===== src/rtl/io_bridge.sv =====
// I/O bridge between the CPU external bus, the 128KB RAM and the local I/O block
// (RX/TX byte FIFOs, 32-bit cycle counter, program-stop flag).

module io_bridge_fifo #(
    parameter int AW = 4,
    parameter int DW = 8
) (
    input  logic          clk,
    input  logic          rst,
    input  logic          push,
    input  logic          pop,
    input  logic [DW-1:0] wdata,
    output logic [DW-1:0] head,
    output logic          full,
    output logic          empty
);
    localparam int DEPTH = 1 << AW;

    logic [AW:0]   wr_ptr_q, wr_ptr_d;
    logic [AW:0]   rd_ptr_q, rd_ptr_d;
    logic [DW-1:0] mem_q [DEPTH];
    logic [DW-1:0] mem_d [DEPTH];
    logic          do_push;
    logic          do_pop;

    assign empty = (wr_ptr_q == rd_ptr_q);
    assign full  = (wr_ptr_q[AW] != rd_ptr_q[AW]) &&
                   (wr_ptr_q[AW-1:0] == rd_ptr_q[AW-1:0]);
    assign head  = empty ? '0 : mem_q[rd_ptr_q[AW-1:0]];

    // A pop in the same cycle frees the slot, so a full FIFO may still accept a push.
    always_comb begin
        do_pop   = pop & ~empty;
        do_push  = push & (~full | do_pop);
        wr_ptr_d = wr_ptr_q;
        rd_ptr_d = rd_ptr_q;
        mem_d    = mem_q;
        if (do_push) begin
            mem_d[wr_ptr_q[AW-1:0]] = wdata;
            wr_ptr_d = wr_ptr_q + 1'b1;
        end
        if (do_pop) begin
            rd_ptr_d = rd_ptr_q + 1'b1;
        end
    end

    always_ff @(posedge clk) begin
        if (rst) begin
            wr_ptr_q <= '0;
            rd_ptr_q <= '0;
        end else begin
            wr_ptr_q <= wr_ptr_d;
            rd_ptr_q <= rd_ptr_d;
        end
    end

    always_ff @(posedge clk) begin
        mem_q <= mem_d;
    end
endmodule

module io_bridge #(
    parameter int FIFO_AW = 4,
    parameter int CNT_W   = 32
) (
    input  logic        clk_in,
    input  logic        rst_in,
    input  logic        rdy_in,
    input  logic [31:0] cpu_a,
    input  logic [7:0]  cpu_dout,
    input  logic        cpu_wr,
    output logic [7:0]  cpu_din,
    output logic [16:0] ram_a,
    output logic        ram_wr,
    output logic [7:0]  ram_dout,
    input  logic [7:0]  ram_din,
    input  logic [7:0]  rx_data,
    input  logic        rx_valid,
    output logic        rx_ready,
    output logic [7:0]  tx_data,
    output logic        tx_valid,
    input  logic        tx_ready,
    output logic        program_stop,
    output logic        tx_overflow
);
    localparam logic [17:0] ADDR_DATA = 18'h30000;
    localparam logic [17:0] ADDR_CNT0 = 18'h30004;
    localparam logic [17:0] ADDR_CNT1 = 18'h30005;
    localparam logic [17:0] ADDR_CNT2 = 18'h30006;
    localparam logic [17:0] ADDR_CNT3 = 18'h30007;

    logic [CNT_W-1:0] cnt_q, cnt_d;
    logic [CNT_W-9:0] snap_q, snap_d;
    logic             sel_io_q, sel_io_d;
    logic [7:0]       io_rdata_q, io_rdata_d;
    logic             rd_live_q, rd_live_d;
    logic             stop_q, stop_d;
    logic             ovf_q, ovf_d;

    logic        io;
    logic [17:0] addr;
    logic        rd_io;
    logic        wr_io;
    logic [7:0]  io_rval;
    logic        rx_pop;
    logic        rx_push;
    logic [7:0]  rx_head;
    logic        rx_full;
    logic        rx_empty;
    logic        tx_req;
    logic        tx_push;
    logic        tx_pop;
    logic [7:0]  tx_wdata;
    logic        tx_full;
    logic        tx_empty;
    logic        unused_addr_bits;

    assign unused_addr_bits = ^cpu_a[31:18];

    assign addr     = cpu_a[17:0];
    assign io       = (cpu_a[17:16] == 2'b11);
    assign rd_io    = rdy_in & ~cpu_wr & io;
    assign wr_io    = rdy_in & cpu_wr & io;

    assign ram_a    = cpu_a[16:0];
    assign ram_dout = cpu_dout;
    assign ram_wr   = cpu_wr & ~io & rdy_in;

    assign rx_ready = ~rx_full;
    assign rx_push  = rx_valid & ~rx_full;
    assign tx_valid = ~tx_empty;
    assign tx_pop   = tx_valid & tx_ready;

    // rd_live_q keeps cpu_din at zero until the first bus cycle after reset.
    assign cpu_din      = ~rd_live_q ? 8'h00 : (sel_io_q ? io_rdata_q : ram_din);
    assign program_stop = stop_q;
    assign tx_overflow  = ovf_q;

    io_bridge_fifo #(.AW(FIFO_AW), .DW(8)) u_rx_fifo (
        .clk   (clk_in),
        .rst   (rst_in),
        .push  (rx_push),
        .pop   (rx_pop),
        .wdata (rx_data),
        .head  (rx_head),
        .full  (rx_full),
        .empty (rx_empty)
    );

    io_bridge_fifo #(.AW(FIFO_AW), .DW(8)) u_tx_fifo (
        .clk   (clk_in),
        .rst   (rst_in),
        .push  (tx_push),
        .pop   (tx_pop),
        .wdata (tx_wdata),
        .head  (tx_data),
        .full  (tx_full),
        .empty (tx_empty)
    );

    // An empty RX FIFO reads as 0x00 through rx_head; the FIFO ignores the pop.
    always_comb begin
        io_rval = 8'h00;
        snap_d  = snap_q;
        rx_pop  = 1'b0;
        if (rd_io) begin
            case (addr)
                ADDR_DATA: begin
                    io_rval = rx_head;
                    rx_pop  = 1'b1;
                end
                ADDR_CNT0: begin
                    io_rval = cnt_q[7:0];
                    snap_d  = cnt_q[CNT_W-1:8];
                end
                ADDR_CNT1: io_rval = snap_q[7:0];
                ADDR_CNT2: io_rval = snap_q[15:8];
                ADDR_CNT3: io_rval = snap_q[23:16];
                default:   io_rval = 8'h00;
            endcase
        end
    end

    always_comb begin
        tx_req   = 1'b0;
        tx_wdata = cpu_dout;
        stop_d   = stop_q;
        if (wr_io) begin
            if (addr == ADDR_DATA && cpu_dout != 8'h00) begin
                tx_req = 1'b1;
            end else if (addr == ADDR_CNT0) begin
                tx_req   = 1'b1;
                tx_wdata = 8'h00;
                stop_d   = 1'b1;
            end
        end
        tx_push = tx_req & (~tx_full | tx_pop);
        ovf_d   = ovf_q | (tx_req & tx_full & ~tx_pop);
    end

    always_comb begin
        cnt_d      = cnt_q;
        sel_io_d   = sel_io_q;
        io_rdata_d = io_rdata_q;
        rd_live_d  = rd_live_q;
        if (rdy_in) begin
            cnt_d      = cnt_q + CNT_W'(1);
            sel_io_d   = io;
            io_rdata_d = io_rval;
            rd_live_d  = 1'b1;
        end
    end

    always_ff @(posedge clk_in) begin
        if (rst_in) begin
            cnt_q      <= '0;
            snap_q     <= '0;
            sel_io_q   <= 1'b0;
            io_rdata_q <= 8'h00;
            rd_live_q  <= 1'b0;
            stop_q     <= 1'b0;
            ovf_q      <= 1'b0;
        end else begin
            cnt_q      <= cnt_d;
            snap_q     <= snap_d;
            sel_io_q   <= sel_io_d;
            io_rdata_q <= io_rdata_d;
            rd_live_q  <= rd_live_d;
            stop_q     <= stop_d;
            ovf_q      <= ovf_d;
        end
    end
endmodule


===== config.mk =====
export PLATFORM = sky130hd
export DESIGN_NAME = io_bridge
export DESIGN_NICKNAME = d
export VERILOG_FILES = /design/src/rtl/io_bridge.sv
export SDC_FILE = /design/constraint.sdc
export NUM_CORES = 1
export LEC_CHECK = 0
export BUFFER_PORTS_ARGS = -buffer_cell sky130_fd_sc_hd__buf_2
export CORE_MARGIN = 8
export CORE_UTILIZATION = 65
export CTS_CLUSTER_DIAMETER = 60
export DETAILED_ROUTE_END_ITERATION = 16
export PLACE_DENSITY = 0.85
export SYNTH_ARGS = -nofsm -noshare
export SYNTH_HDL_FRONTEND = slang
export SYNTH_HIERARCHICAL = 1
export SYNTH_SLANG_ARGS = --single-unit
export TNS_END_PERCENT = 20

===== constraint.sdc =====
create_clock -name clk_in -period 4.7 [get_ports clk_in]
set_clock_uncertainty 0.15 [all_clocks]
set_input_delay 0.235 -clock clk_in [delete_from_list [all_inputs] [get_ports clk_in]]
set_output_delay 0.235 -clock clk_in [all_outputs]
set_load 0.005 [all_outputs]

# Word level (Yosys, flattened, before mapping)
# Index checks and enable logic that the tools add are counted.
# Widths: inputs -> output; s select.
# word_totals
word_cells,131
reg_bits,344
# classes
reduce_logical,8
n_mux,26
n_addsub,5
n_lt_le_gt_ge,6
bitwise_logic,31
eq_ne,12
# ops
cell,count
$bwmux 128,2
$mux 8,14
$eq 18x18->1 const B,5
$bmux 8 s4,2
$demux 8 s4,2
$pmux 8 s5,1
$add 32x1->32 const B,1
$add 5x1->5 const B,4
$ge 5x5->1 const B,4
$not 4->5,4
$and 1x1->1,15
$eq 5x5->1,2
$lt 5x1->1 const B,2
$eq 4x4->1,2
$not 1->1,8
$reduce_bool 8->1,1
$logic_and 1x1->1,5
$mux 1,5
$or 1x1->1,4
$reduce_and 3->1,1
$eq 2x2->1 const B,1
$ne 1x1->1,2
$reduce_and 2->1,1

# Depth between registers and ports, before layout
# depth
depth_word,7
depth_mapped,11
mapped_depth_nobuf,9

# Hierarchy
# The synthesis kept the hierarchy.
# by_module_without_submodules
mod,n_inst,area_per_inst_um2,cells_each,seq_area_each_um2
io_bridge_fifo,2,5534.1,285,4043.9
io_bridge,1,3759.9,442,1361.3

# Least setup slack after synthesis
# Ideal clock, no wire load.
# synth_path
path_kind,reg2reg
startpoint,reg u_tx_fifo.rd_ptr_q[1]
endpoint,"reg u_tx_fifo/mem_q[32] (netlist name), enable pin"
path_slack_ps,1595
period_less_slack_ps,3105
stages_incl_launch_ff,11
setup_time_ps,385
arrival_time_ps,2570
required_time_ps,4165
n_path_buf,2
cell_sequence,dfxtp_1 buf_2 xor2_1 nor4_4 and2_1 buf_2 nor2b_1 o2111a_1 nand2_1 a21o_1 nor3b_1
# synth_between
elab_chain_len,6
# synth_lines
element,line_no,rtl
"start, declared",20,"logic [AW:0] rd_ptr_q, rd_ptr_d;"
"start signal, assigned",53,rd_ptr_q <= rd_ptr_d;
$eq 5x5->1,26,assign empty = (wr_ptr_q == rd_ptr_q);
via tx_empty,115,logic tx_empty;
$not 1->1,131,assign tx_valid = ~tx_empty;
$and 1x1->1,132,assign tx_pop = tx_valid & tx_ready;
via tx_pop,112,logic tx_pop;
$or 1x1->1,197,tx_push = tx_req & (~tx_full | tx_pop);
$and 1x1->1,197,
via tx_push,111,logic tx_push;
$and 1x1->1,34,do_push = push & (~full | do_pop);
"end signal, assigned",58,mem_q <= mem_d;
"end, declared",21,logic [DW-1:0] mem_q [DEPTH];
# The timed path passes the listed nets, and every way through them passes these cells.
# A chain may end at the register's enable or synchronous reset.

# Final worst setup path
# layout_path
startpoint,reg u_tx_fifo.rd_ptr_q[2]
endpoint,"reg u_tx_fifo/mem_q[69] (netlist name), enable pin"
# The elaborated chain is that of the path after synthesis.

==> flow_summary.rst <==
.. list-table::
   :header-rows: 1

   * - Metric
     - Value
   * - CTS tree
     - yes
   * - # H-tree levels
     - 2
   * - Violation count after the first detailed-route iteration
     - 769
   * - Cell Area, Placed
     - 15200 um^2
   * - Setup crit start kind
     - flip-flop
   * - Largest net degree at the start of global routing
     - 53
   * - Share of the clock period used by the worst path after layout
     - 72.1%
   * - Capture instance of the worst register-to-register path
     - u_tx_fifo/mem_q[69]
   * - Vertical die dimension
     - 167 um
   * - Post-route setup TNS
     - 0 ns
   * - Synth async-reset ratio
     - 0%
   * - Number of failing hold endpoints at the final stage
     - 0
   * - Number of diodes
     - 0
   * - Clock buffers created by TritonCTS
     - 36
   * - Proportion of synthesized chip area in sequential cells
     - 63.7%
   * - Post-Layout Cell Count
     - 1387
   * - Pwr Density
     - 387 nW/um^2
   * - Crit. End Element
     - flip-flop
   * - Routed WL per cell
     - 23.1 um
   * - Delay of the slowest cell on the worst path
     - 0.64 ns
   * - Count of placed standard cells including taps
     - 1310
   * - Kind of cell adding the most delay to the critical path
     - simple AND/OR/NAND/NOR gates
   * - Post-route minimum period
     - 3.39 ns
   * - Setup repair after global routing missed its margin
     - no
   * - Reg-to-reg critical path startpoint
     - u_tx_fifo/rd_ptr_q[2]
   * - Total gr overflow
     - 0
   * - Commonest non-fill, non-tap cells in the layout
     - sky130_fd_sc_hd__edfxtp_1, sky130_fd_sc_hd__buf_2, sky130_fd_sc_hd__dfxtp_1, sky130_fd_sc_hd__mux4_2, sky130_fd_sc_hd__a21oi_1
   * - Post-route DRC violation count
     - 0
   * - Met3 routed wirelength
     - 2550 um
   * - Relative slew margins
     - 34.2%
   * - Worst vdd ir
     - 0.435 mV
   * - Area of the core
     - 22500 um^2
   * - Outcome
     - finished clean
   * - Post-synth EDFFs
     - 256
   * - Transition time at the pin with the least slew margin
     - 0.987 ns
   * - Number of antenna-violating nets in the routed design
     - 0
   * - Distinct cells, synth
     - 59
   * - Class of the most critical setup path
     - reg2reg
   * - Die Span X
     - 167 um
   * - Fill count
     - 1317
   * - Synthesis-to-layout area growth
     - 12.1%
   * - Root buf cell
     - sky130_fd_sc_hd__clkbuf_16
   * - Estimated wirelength of the detail-placed design
     - 20100 um
   * - Total die area
     - 27900 um^2
   * - Setup Viol. Count Final
     - 0
   * - Number of cells produced by synthesis
     - 1012
   * - Min-Delay Path Class
     - in2reg
   * - Logic depth of the worst path, buffers included
     - 8
   * - Max-cap violation count
     - 0
   * - Most instantiated flip-flop cell in the synthesis netlist
     - sky130_fd_sc_hd__edfxtp_1
   * - Reg2Reg Setup Slack
     - 1.31 ns
   * - Average cell area after synthesis
     - 14.7 um^2
   * - Critical Path Sink
     - u_tx_fifo/mem_q[69]
   * - Ys Warns
     - 6
   * - Clock Sinks
     - 344
   * - Highest fanout seen on the critical path
     - 10
   * - Number of port buffers
     - 93
   * - Flop and latch count out of synthesis
     - 344
   * - Leakage
     - 0.00553 uW
   * - Most frequent CP cell
     - sky130_fd_sc_hd__nor2b_1
   * - Cell area after technology mapping
     - 14800 um^2
   * - Number of nets at the end of the flow
     - 1147
   * - Final non-filler cell area
     - 16600 um^2
   * - Largest buffer count on any clock path
     - 3
   * - Final weighted congestion in routability-driven placement
     - 0.857
   * - Top Layer Used
     - met4
   * - Met1 wire length
     - 12000 um
   * - Starting density of the core
     - 65.9%
   * - Highest achievable clock rate
     - 295 MHz
   * - Count of buffer and inverter cells on the critical path
     - 0
   * - Post-CTS Setup Inserts
     - 0
   * - Highest-delay cell along the critical path
     - sky130_fd_sc_hd__nor2b_1
   * - Max Transition Viols Final
     - 0
   * - Wire length of the first global-routing pass
     - 49900 um
   * - Worst-case hold slack
     - 0.0199 ns
   * - Reg2reg path depth
     - 8
   * - Mean number of vias per cell
     - 6.51
   * - Wire length on met2
     - 16700 um
   * - Crit path launch
     - u_tx_fifo/rd_ptr_q[2]
   * - GRT Total Usage
     - 22.7%
   * - Aggregate routed wire length
     - 32000 um
   * - Number of vias in the routed layout
     - 9035
   * - Data arrival time of the critical path
     - 3.38 ns
   * - Vias in the first global route
     - 9058
   * - Most common cell after layout, fill and taps aside
     - sky130_fd_sc_hd__edfxtp_1
   * - Row count
     - 55
   * - Clock edge transition at the registers on the reported setup and hold paths
     - 0.06 ns
   * - Crit-path cells
     - xor2_1, nor4_4, and2_1, nor2b_1, o2111a_1, nand2_1, a21o_1, nor2b_1
   * - Drt pass-1 iters
     - 7
   * - Startpoint of the worst hold path
     - rdy_in
   * - Share of final-layout standard cells stronger than drive strength 1
     - 22.5%
   * - Synthesized netlist net count
     - 1085
   * - Source-to-sink clock delay at the later pin of the worst-skew pair
     - 0.52 ns
   * - Initial antenna violation count
     - 0
   * - Critical path required time
     - 4.70 ns
   * - Number of placed I/O pins
     - 108
timing repair:
| action | in CTS | in global routing |
|---|---|---|
| gates resized for setup | 0 | 0 |
| endpoints found under the hold margin | 128 | 0 |
| hold buffers | 11 | 0 |
synthesized netlist by cell type (all sizes together), types with 2 or more instances:
library cell,instances,area [um^2]
a211oi,2,15.0
a21boi,12,113
a21o,2,15.0
a21oi,66,330
a221oi,8,70.1
a22oi,32,240
and2,15,93.8
and3,28,175
and4,8,71.3
buf,52,342
clkbuf,39,159
dfxtp,88,1760
edfxtp,256,7690
ha,11,138
inv,12,45.0
mux2,5,56.3
mux2i,13,130
mux4,72,1630
nand2,20,75.1
nand2b,9,56.3
nand3,45,238
nand4,16,115
nor2,50,188
nor2b,27,169
nor3,8,50.1
nor3b,2,15.0
nor4,10,92.6
o21ai,33,165
o31ai,7,52.6
or3,10,63.8
or4,9,67.6
xnor2,20,190
xor2,15,131
per-layer routing:
layer / up-vias / track usage, %
met5: - / 0
met4: 0 / 7.40
met3: 64 / 3.71
met2: 497 / 40.2
met1: 4448 / 28.2
li1: 4026 / -
sequential cells by signal, indices dropped and copies added (netlist names):
name,cells
sel_io_q,1
snap_q,24
io_rdata_q,8
u_rx_fifo/mem_q,128
u_tx_fifo/rd_ptr_q,5
program_stop,1
rd_live_q,1
u_rx_fifo/wr_ptr_q,5
u_tx_fifo/mem_q,128
cnt_q,32
u_tx_fifo/wr_ptr_q,5
tx_overflow,1
u_rx_fifo/rd_ptr_q,5
per-stage QoR:
stage | worst slack, ns | power, uW | util [%]
finish | 1.31 | 6430 | 73.9
global route | 1.15 | 6590 | 73.9
CTS | 1.34 | 6460 | 73.9
detailed placement | 1.10 | 3540 | 67.7
global placement | 1.15 | 3530 | 67.7
floorplan | 1.59 | 3460 | -
kinds of logic after synthesis:
| logic type | synth area share, % |
|---|---|
| DFF | 63.7 |
| xor gates and xnor gates | 2.17 |
| adders and majority gates | 0.928 |
| muxes | 12.2 |
| buffers and inverters | 3.81 |
| and+or+nand+nor | 10.2 |
| AOI/OAI and AO/OA | 6.94 |
area by class of cell:
type | instances | area [um^2] | share of cell area [%]
inverter | 12 | 45.0 | 0.271
clock buffer | 52 | 1040 | 6.27
tap | 285 | 357 | 2.15
clock inverter | 14 | 224 | 1.35
multi-input combinational | 563 | 4810 | 29.0
sequential | 344 | 9450 | 56.9
timing repair buffer | 117 | 686 | 4.13
tightest hold or removal path: stages:
cell                     delay [ns]
sky130_fd_sc_hd__buf_2         0.23
sky130_fd_sc_hd__nor2_1        0.14
sky130_fd_sc_hd__nor2_1        0.04
worst min path at each step:
stage,end,slack (ns),cells past startpoint
final,rd_live_q,0.02,3
after global routing,rd_live_q,0.04,3
after CTS,rd_live_q,0.006,3
after detailed placement,program_stop,0.31,2
after global placement,program_stop,0.30,2
after floorplan,u_rx_fifo/mem_q[0],0.18,0
report_power, final:
group	switching, uW	total, uW	internal (uW)
Sequential	12.8	3290	3280
Combinational	126	196	69.7
Clock	1150	2940	1790
Note: power is estimated with default switching activity, not from simulation.
